--- config.mk ---
export PLATFORM = sky130hd
export DESIGN_NAME = v_result_router
export DESIGN_NICKNAME = d
export VERILOG_FILES = /design/src/rtl/v_result_router.sv
export SDC_FILE = /design/constraint.sdc
export NUM_CORES = 1
export LEC_CHECK = 0
export BUFFER_PORTS_ARGS = -buffer_cell sky130_fd_sc_hd__buf_4
export CAP_MARGIN = 0
export CORE_ASPECT_RATIO = 0.75
export CORE_UTILIZATION = 54
export CTS_BUF_LIST = sky130_fd_sc_hd__clkbuf_2
export DETAILED_ROUTE_END_ITERATION = 6
export GPL_TIMING_DRIVEN = 0
export PLACE_DENSITY = 0.78
export SYNTH_ARGS = -nofsm -noshare
export SYNTH_HDL_FRONTEND = slang
export SYNTH_SLANG_ARGS = --single-unit
--- constraint.sdc ---
create_clock -name clk -period 3.2 [get_ports clk]
set_input_delay 0.32 -clock clk [delete_from_list [all_inputs] [get_ports clk]]
set_output_delay 0.32 -clock clk [all_outputs]
set_load 0.02 [all_outputs]
--- src/rtl/v_result_router.sv ---
// Result router: buffers tile result vectors in a small FIFO and forwards each
// to one or all neighbour channels using the write_rdy/write_en/write_ack handshake.
module v_result_router #(
    parameter int unsigned width      = 16,
    parameter int unsigned num_inputs = 4,
    parameter int unsigned DEPTH      = 4,
    parameter int unsigned NUM_CH     = 4
) (
    input  logic                        clk,
    input  logic                        reset,
    input  logic                        in_valid,
    input  logic [width*num_inputs-1:0] in_data,
    input  logic [3:0]                  in_dest,
    output logic                        full,
    output logic                        overflow,
    output logic [$clog2(DEPTH):0]      count,
    input  logic [NUM_CH-1:0]           out_rdy,
    output logic [NUM_CH-1:0]           out_en,
    output logic [width*num_inputs-1:0] out_data,
    input  logic [NUM_CH-1:0]           out_ack
);

    localparam int unsigned DataW = width * num_inputs;
    localparam int unsigned PtrW  = $clog2(DEPTH);
    localparam int unsigned CntW  = PtrW + 1;

    typedef enum logic {
        StIdle,
        StSend
    } state_e;

    state_e            state_q, state_d;
    logic [CntW-1:0]   count_q, count_d;
    logic [PtrW-1:0]   wptr_q, wptr_d;
    logic [PtrW-1:0]   rptr_q, rptr_d;
    logic              overflow_q, overflow_d;
    logic [NUM_CH-1:0] en_q, en_d;
    logic [NUM_CH-1:0] done_q, done_d;
    logic [DataW-1:0]  data_q, data_d;

    logic [DataW-1:0]  data_mem [DEPTH];
    logic [NUM_CH-1:0] mask_mem [DEPTH];

    logic              full_w;
    logic              push;
    logic              pop;
    logic [NUM_CH-1:0] push_mask;
    logic [DataW-1:0]  head_data;
    logic [NUM_CH-1:0] head_mask;

    assign full_w    = (count_q == CntW'(DEPTH));
    assign push      = in_valid && !full_w;
    // in_dest[2] carries no routing meaning and is deliberately ignored.
    assign push_mask = in_dest[3] ? {NUM_CH{1'b1}}
                                  : ({{(NUM_CH-1){1'b0}}, 1'b1} << in_dest[1:0]);
    assign head_data = data_mem[rptr_q];
    assign head_mask = mask_mem[rptr_q];

    assign full     = full_w;
    assign overflow = overflow_q;
    assign count    = count_q;
    assign out_en   = en_q;
    assign out_data = data_q;

    // Storage needs no reset: entries are only read while count_q says they are valid.
    always_ff @(posedge clk) begin
        if (push) begin
            data_mem[wptr_q] <= in_data;
            mask_mem[wptr_q] <= push_mask;
        end
    end

    always_comb begin
        wptr_d     = push ? wptr_q + 1'b1 : wptr_q;
        rptr_d     = pop ? rptr_q + 1'b1 : rptr_q;
        count_d    = count_q + CntW'(push) - CntW'(pop);
        // A drop is flagged even when a pop frees a slot in the same cycle.
        overflow_d = overflow_q | (in_valid & full_w);
    end

    always_comb begin
        state_d = state_q;
        en_d    = en_q;
        done_d  = done_q;
        data_d  = data_q;
        pop     = 1'b0;
        unique case (state_q)
            StIdle: begin
                if (count_q != '0) begin
                    data_d = head_data;
                    en_d   = head_mask & out_rdy;
                    if (|(head_mask & out_rdy)) begin
                        state_d = StSend;
                    end
                end
            end
            StSend: begin
                if (done_q == head_mask) begin
                    pop     = 1'b1;
                    done_d  = '0;
                    state_d = StIdle;
                end else begin
                    for (int c = 0; c < NUM_CH; c++) begin
                        if (en_q[c]) begin
                            // Once raised, write_en is held until acked, whatever rdy does.
                            if (out_ack[c]) begin
                                en_d[c]   = 1'b0;
                                done_d[c] = 1'b1;
                            end
                        end else if (head_mask[c] && !done_q[c] && out_rdy[c]) begin
                            en_d[c] = 1'b1;
                        end
                    end
                end
            end
            default: state_d = StIdle;
        endcase
    end

    always_ff @(posedge clk) begin
        if (reset) begin
            state_q    <= StIdle;
            count_q    <= '0;
            wptr_q     <= '0;
            rptr_q     <= '0;
            overflow_q <= 1'b0;
            en_q       <= '0;
            done_q     <= '0;
            data_q     <= '0;
        end else begin
            state_q    <= state_d;
            count_q    <= count_d;
            wptr_q     <= wptr_d;
            rptr_q     <= rptr_d;
            overflow_q <= overflow_d;
            en_q       <= en_d;
            done_q     <= done_d;
            data_q     <= data_d;
        end
    end

endmodule
==> results of run 1 <==
[worst max path at each step]
stage                      end  cells past startpoint  slack [ps]
2_1_floorplan         count[2]                     13          30
3_3_place_gp   data_mem[1][53]                      4       -1020
3_5_place_dp          count[2]                     13        -360
4_1_cts               count[2]                     12           2
5_1_grt               count[2]                     12          10
6_report             out_en[2]                      7         170
[critical path, stage by stage, from the launching register on]
cell and delay [ps]:
dfxtp_4 410, mux4_2 550, ha_1 310, and4_4 210, mux2i_1 570, a21oi_1 130
a211oi_1 230, dlygate4sd3_1 570
[per-layer routing]
| metal | vias to the layer above | part of all wire, % | GRT usage [%] |
|---|---|---|---|
| li1 | 3523 | - | - |
| met1 | 3832 | 45 | 30.63 |
| met2 | 290 | 47 | 34.68 |
| met3 | 51 | 6.2 | 4.902 |
| met4 | 0 | 1.8 | 7.156 |
| met5 | - | 0 | 0 |
[stage by stage]
stage,util (%),setup TNS (ps),cell area [um^2]
after global placement,62.15,-261040,14480
after CTS,69.16,0,16120
after global routing,69.27,0,16140
after detailed placement,62.56,-498.8,14580
final,69.27,0,16140
after floorplan,-,0,12990
[layout make-up]
cell class	count	area, um^2
fill	1588	7162
clock buffer	128	640.6
sequential	355	9833
clock inverter	14	106.4
buffer	39	200.2
tap	300	375.4
multi-input combinational	340	2917
inverter	11	41.29
timing repair buffer	236	2027
[repair_timing]
action                     in CTS  in global routing
buffers inserted                0                  4
hold endpoints to repair      282                  0
setup endpoints to repair       2                  2
gates resized for setup         3                  6
hold buffers                   79                  0
[state kept, by name, indices dropped and copies added (netlist names), named ones only]
signal,count
data_mem,256
out_data,64
mask_mem,16
done_q,4
out_en,4
count,3
rptr_q,2
wptr_q,2
overflow,1
state_q,1
[power breakdown]
group	leakage, nW	switching [mW]	internal (mW)
clock	0.586	1.65	1.20
combinational	2.11	1.91	1.24
sequential	3.17	0.298	5.76
total	5.87	3.87	8.20
[cell usage in the layout, fill, tap and decap left out, types with 9 or more instances in the layout]
cell type      netlist  routed
inv_1               11      11
nand2_1            136     136
a21oi_1             73      73
ha_1                10      10
dfxtp_1             83      82
clkbuf_1            19      18
edfxtp_1           272     272
clkbuf_2             0     128
dlygate4sd3_1        0      79
mux4_2              65      68
buf_4               12     165
clkinv_1             0       9
[logic make-up (layout without fill, tap and decap cells)]
logic type	Yosys count	count (layout)	synth area share [%]
AOI/OAI and AO/OA	92	92	3.931
xor gates and xnor gates	5	5	0.3372
adders and majority gates	11	11	1.118
buffers and inverters	51	428	1.888
DFF	355	355	75.68
muxes	70	70	12.03
and+or+nand+nor	162	162	5.010
==> qor.csv, run 1 <==
stage;metric;value;unit
sta;finalSetupViolCount;0;
min_path;min_to;count[0];
sta;setup_ws;170.2;ps
global_routing;antenna_found_initial;0;
min_path;hold_start;reset;
synthesis;synth_edf_count;272;
sta;finalCritPeriodShare;94.68;%
critical_path;reg2reg_depth;7;
synthesis;synth_largest_area_cell;edfxtp_1;
floorplan;die_y;136.3;um
sta;tightest_slew;977.3;ps
global_routing;grt_pass1_vias;7751;
status;status;completed;
synthesis;ys_async_sr_fraction;0;%
clock_network;clockBufferDepth;3;
place;dp_slack;-358.2;ps
floorplan;io_pins;152;
routing;drc_errors;0;
sta;finalHoldViolations;0;
synthesis;syn_inst;746;
clock_network;cts_inserted_buffers;79;
global_routing;overflow;0;
cells_and_area;nets;1152;
critical_path;cp-start-kind;flip-flop;
global_routing;groute.usage.overall;21.90;%
place;place.gp.congestion;0.7469;
floorplan;core;23300;um^2
sta;max-slew-margin-rel;34.84;%
routing;drtPass1Iterations;5;
sta;rsz0062_at_grt;no;
flow_run;maxCapViolCount;0;
power_and_ir_drop;pwr_density_cell;747.6;nW/um^2
power_and_ir_drop;power;12.07;mW
sta;max_freq;330.1;MHz
critical_path;cp_data_arrival_time;3790;ps
sta;holdWs;182.8;ps
floorplan;initial_core_util;55.73;%
power_and_ir_drop;power_leakage;5.873;nW
critical_path;required;3960;ps
critical_path;reg2reg_slack;170;ps
synthesis;synthFlopType;edfxtp_1;
synthesis;ys_seq_area_share;75.68;%
floorplan;rows;48;
clock_network;clkLatencyLatePin;850;ps
synthesis;synth_cell_types;33;
synthesis;synth_top_area_share;62.89;%
synthesis;synth_most_common_cell;edfxtp_1;
clock_network;path_clk_slew;110;ps
critical_path;timing.rr.end;out_en[2];
routing;ant_nets;0;
power_and_ir_drop;peakVddDrop;0.5746;mV
routing;drt_iter0_drc;570;
floorplan;die_area;24680;um^2
synthesis;syn-num-nets;836;
cells_and_area;drive_above_1_share;34.46;%
clock_network;cts_tree;built;
routing;via_per_inst;5.408;
min_path;hold_class;in -> reg;
clock_network;root_buffer;clkbuf_2;
sta;period_minus_slack;3030;ps
synthesis;ys_ff_latch;355;
sta;drv_slew;0;
place;dpl.cell_count;1199;
global_routing;grt_pass1_wl;40800;um
min_path;hold_depth;2;
clock_network;h-tree-depth;3;
place;place_hpwl;16030;um
synthesis;synthTopCellsByArea;edfxtp_1 (63%), dfxtp_1 (13%), mux4_2 (11%);
critical_path;end_kind;flip-flop;
cells_and_area;final_cells;1423;
critical_path;path_max_fanout;9;
routing;vias;7696;
sta;skew;68.11;ps
floorplan;die_w;181.1;um
place;port_buffers;149;
global_routing;grt_max_degree;40;
cells_and_area;area_growth;24.28;%
routing;wl_per_cell;18.70;um
synthesis;synth_common_cells;edfxtp_1 (272), nand2_1 (136), dfxtp_1 (83);
cells_and_area;diodes;0;
critical_path;critical_path_class;reg -> reg;
synthesis;yosysWarnings;0;
clock_network;clock_sinks;355;
routing;totalWireLength;26610;um
synthesis;synth.avg_cell_area;17.41;um^2
synthesis;netlist_area;12990;um^2
(Power assumes the default switching activity.)
==> run 2, diff against run 1 <==
--- a/config.mk
+++ b/config.mk
@@ -8,11 +8,11 @@
 export BUFFER_PORTS_ARGS = -buffer_cell sky130_fd_sc_hd__buf_4
 export CAP_MARGIN = 0
 export CORE_ASPECT_RATIO = 0.75
-export CORE_UTILIZATION = 54
+export CORE_UTILIZATION = 60
 export CTS_BUF_LIST = sky130_fd_sc_hd__clkbuf_2
 export DETAILED_ROUTE_END_ITERATION = 6
 export GPL_TIMING_DRIVEN = 0
-export PLACE_DENSITY = 0.78
+export PLACE_DENSITY = 0.82
 export SYNTH_ARGS = -nofsm -noshare
 export SYNTH_HDL_FRONTEND = slang
 export SYNTH_SLANG_ARGS = --single-unit
==> constraint.sdc (replaced) <==
create_clock -name clk -period 3.8 [get_ports clk]
set_input_delay 0.38 -clock clk [delete_from_list [all_inputs] [get_ports clk]]
set_output_delay 0.38 -clock clk [all_outputs]
set_load 0.02 [all_outputs]
==> run 2 against run 1 <==
Via count increased by 0.94%. Global-route usage increased by 3.7 points. Design area increased by 0.31%. Cell count decreased by 0.42%. Worst hold slack got worse by 76 ps. Sequential share of layout area decreased by 0.21 points. Non-clock buffer count decreased by 3. Combinational power decreased by 16%. Critical path depth increased by 5. Fmax decreased by 13%. Register-to-register slack improved by 160 ps. Largest cell class unchanged.
==> qor.csv, run 2 (same netlist as run 1, synthesis figures left out) <==
stage;metric;value;unit;change
status;status;completed;;
sta;drv_slew;0;;unchanged
sta;tightest_slew;729.3;ps;-248.0 ps
floorplan;io_pins;152;;unchanged
critical_path;cp_data_arrival_time;4190;ps;+400 ps
power_and_ir_drop;p_switching;3.328;mW;-14%
cells_and_area;top_register;data_mem;;
routing;drt_iter0_drc;690;;+21%
min_path;hold_start;out_rdy[3];;
floorplan;initial_core_util;61.32;%;+5.6 points
global_routing;overflow;0;;unchanged
power_and_ir_drop;intPower;6.997;mW;-15%
place;place.gp.congestion;0.7723;;+3.4%
floorplan;die_area;22240;um^2;-9.9%
routing;via_per_inst;5.482;;+1.4%
cells_and_area;drive_above_1_share;33.57;%;-0.89 points
clock_network;clkLatencyLatePin;850;ps;about the same
cells_and_area;nets;1151;;-0.087%
clock_network;root_buffer;clkbuf_2;;
place;place_hpwl;16280;um;+1.6%
sta;skew;57.20;ps;-10.91 ps
sta;holdWs;107.0;ps;-75.78 ps
cells_and_area;area_growth;24.66;%;
clock_network;clockBufferDepth;3;;unchanged
critical_path;reg2reg_depth;12;;+5
routing;route.met3.wl;2073;um;+26%
floorplan;rows;46;;-4.2%
floorplan;die_w;171.9;um;-5.1%
power_and_ir_drop;combPwrFrac;25.9;%;-0.2 points
routing;ant_nets;0;;unchanged
global_routing;groute.usage.overall;25.59;%;+3.7 points
min_path;hold_class;in -> reg;;
flow_run;maxCapViolCount;0;;unchanged
sta;max-slew-margin-rel;49.99;%;+15 points
cells_and_area;largest_register_ffs;256;;unchanged
critical_path;reg2reg_slack;330;ps;+160 ps
clock_network;path_clk_slew;120;ps;about the same
clock_network;h-tree-depth;3;;unchanged
sta;max_freq;288.4;MHz;-13%
power_and_ir_drop;power_leakage;5.902;nW;+0.50%
critical_path;required;4520;ps;+560 ps
power_and_ir_drop;clkPwrFrac;24.4;%;+0.8 points
routing;highest_layer;met4;;
routing;wl_per_cell;19.32;um;+3.3%
sta;rsz0062_at_grt;no;;
critical_path;critical_path_class;reg -> reg;;
sta;finalCritPeriodShare;91.23;%;-3.4 points
routing;met2_wirelength;13520;um;+7.9%
cells_and_area;layout_common_cells;edfxtp_1 (272), buf_4 (161), nand2_1 (136);;
routing;wl_met1;11220;um;-6.1%
critical_path;timing.rr.end;count[2];;
cells_and_area;layout_commonest_cell;edfxtp_1;;
routing;vias;7768;;+0.94%
min_path;hold_depth;4;;+2
power_and_ir_drop;peakVddDrop;0.3662;mV;-36%
clock_network;post_cts_resized;0;;-3
min_path;min_to;state_q;;
routing;totalWireLength;27370;um;+2.9%
global_routing;grt_pass1_vias;8043;;+3.8%
global_routing;grt_pass1_wl;41860;um;+2.6%
power_and_ir_drop;power_frac_seq;49.7;%;-0.5 points
routing;drtPass1Iterations;5;;unchanged
cells_and_area;n_fill_cell;1289;;-19%
sta;finalSetupViolCount;0;;unchanged
critical_path;cp-start-kind;flip-flop;;
cells_and_area;final_cells;1417;;-0.42%
floorplan;core;21180;um^2;-9.1%
global_routing;grt_max_degree;42;;+5.0%
clock_network;postCtsSetupBuffers;0;;unchanged
cells_and_area;diodes;0;;unchanged
routing;drc_errors;0;;unchanged
clock_network;cts_inserted_buffers;81;;+2.5%
power_and_ir_drop;pwr_density_cell;637.7;nW/um^2;-15%
sta;finalHoldViolations;0;;unchanged
power_and_ir_drop;p_sw_share;32.23;%;+0.20 points
place;dpl.cell_count;1187;;-1.0%
clock_network;cts_tree;built;;
sta;period_minus_slack;3467;ps;+437.1 ps
place;port_buffers;149;;unchanged
floorplan;die_y;129.4;um;-5.1%
clock_network;clock_sinks;355;;unchanged
critical_path;end_kind;flip-flop;;
global_routing;antenna_found_initial;0;;unchanged
critical_path;path_max_fanout;6;;-3
[run 2: cell count changes in the layout (fill, tap and decap cells not counted), sizes merged]
| cell | before | now |
|---|---|---|
| clkinv | 10 | 17 |
| buf | 178 | 174 |
| bufinv | 2 | 3 |
| dlygate4sd3 | 79 | 80 |
| inv | 13 | 14 |
[run 2: worst max path at each step]
| stage | to | slack [ps] | cells past startpoint | start |
|---|---|---|---|---|
| 6_report | count[2] | 330 | 12 | flip-flop |
| 5_1_grt | count[2] | 80 | 12 | flip-flop |
| 4_1_cts | count[2] | 200 | 13 | flip-flop |
| 3_5_place_dp | count[2] | 230 | 13 | flip-flop |
| 3_3_place_gp | data_mem[0][43] | -520 | 4 | count[1] |
| 2_1_floorplan | count[2] | 630 | 13 | flip-flop |
[run 2: timing repair]
action / in CTS / in global routing
setup endpoints to repair: 0 / 1
hold buffers: 80 / 0
endpoints found under the hold margin: 282 / 0
[run 2: through the flow]
step | utilization, % | instance area, um^2 | worst slack (ps) | total power [mW] | setup TNS (ps)
after global placement | 68.30 | 14470 | -515.7 | 7.684 | -121420
after floorplan | - | 12990 | 632.3 | 6.673 | 0
after detailed placement | 68.87 | 14590 | 227.3 | 7.784 | 0
after CTS | 76.46 | 16190 | 199.6 | 10.37 | 0
after global routing | 76.44 | 16190 | 80.00 | 10.84 | 0
final | 76.44 | 16190 | 333.2 | 10.33 | 0
[run 2: metal layers]
metal	vias to the layer above	track usage [%]
met4	0	9.839
met3	54	6.445
met2	345	41.51
met5	-	0
li1	3539	-
met1	3830	33.86
[run 2: area by class of cell]
| class | instances | area (um^2) | share of cell area (%) |
|---|---|---|---|
| clock inverter | 23 | 166.4 | 1.028 |
| inverter | 11 | 41.29 | 0.2550 |
| clock buffer | 128 | 640.6 | 3.957 |
| timing repair buffer | 233 | 2029 | 12.53 |
| buffer | 39 | 200.2 | 1.236 |
| sequential | 355 | 9829 | 60.71 |
| multi-input combinational | 340 | 2923 | 18.05 |
| tap | 288 | 360.3 | 2.226 |
[run 2: critical path, cell delays in order, from the launching register on]
cell     delay, ps
dfxtp_1        480
mux4_1         700
ha_1           310
and4_1         260
and2_1         330
ha_1           300
inv_1           60
ha_1           130
inv_1           50
fa_1           400
xor2_1         180
xnor2_1        130
nor2_1          50
[run 2: power groups by stage]
stage,logic [mW],clock network [mW],registers [mW]
6_report,2.67,2.52,5.13
5_1_grt,2.88,2.76,5.19
4_1_cts,2.68,2.57,5.12
3_5_place_dp,2.58,0,5.21
3_3_place_gp,2.46,0,5.23
2_1_floorplan,1.19,0,5.48
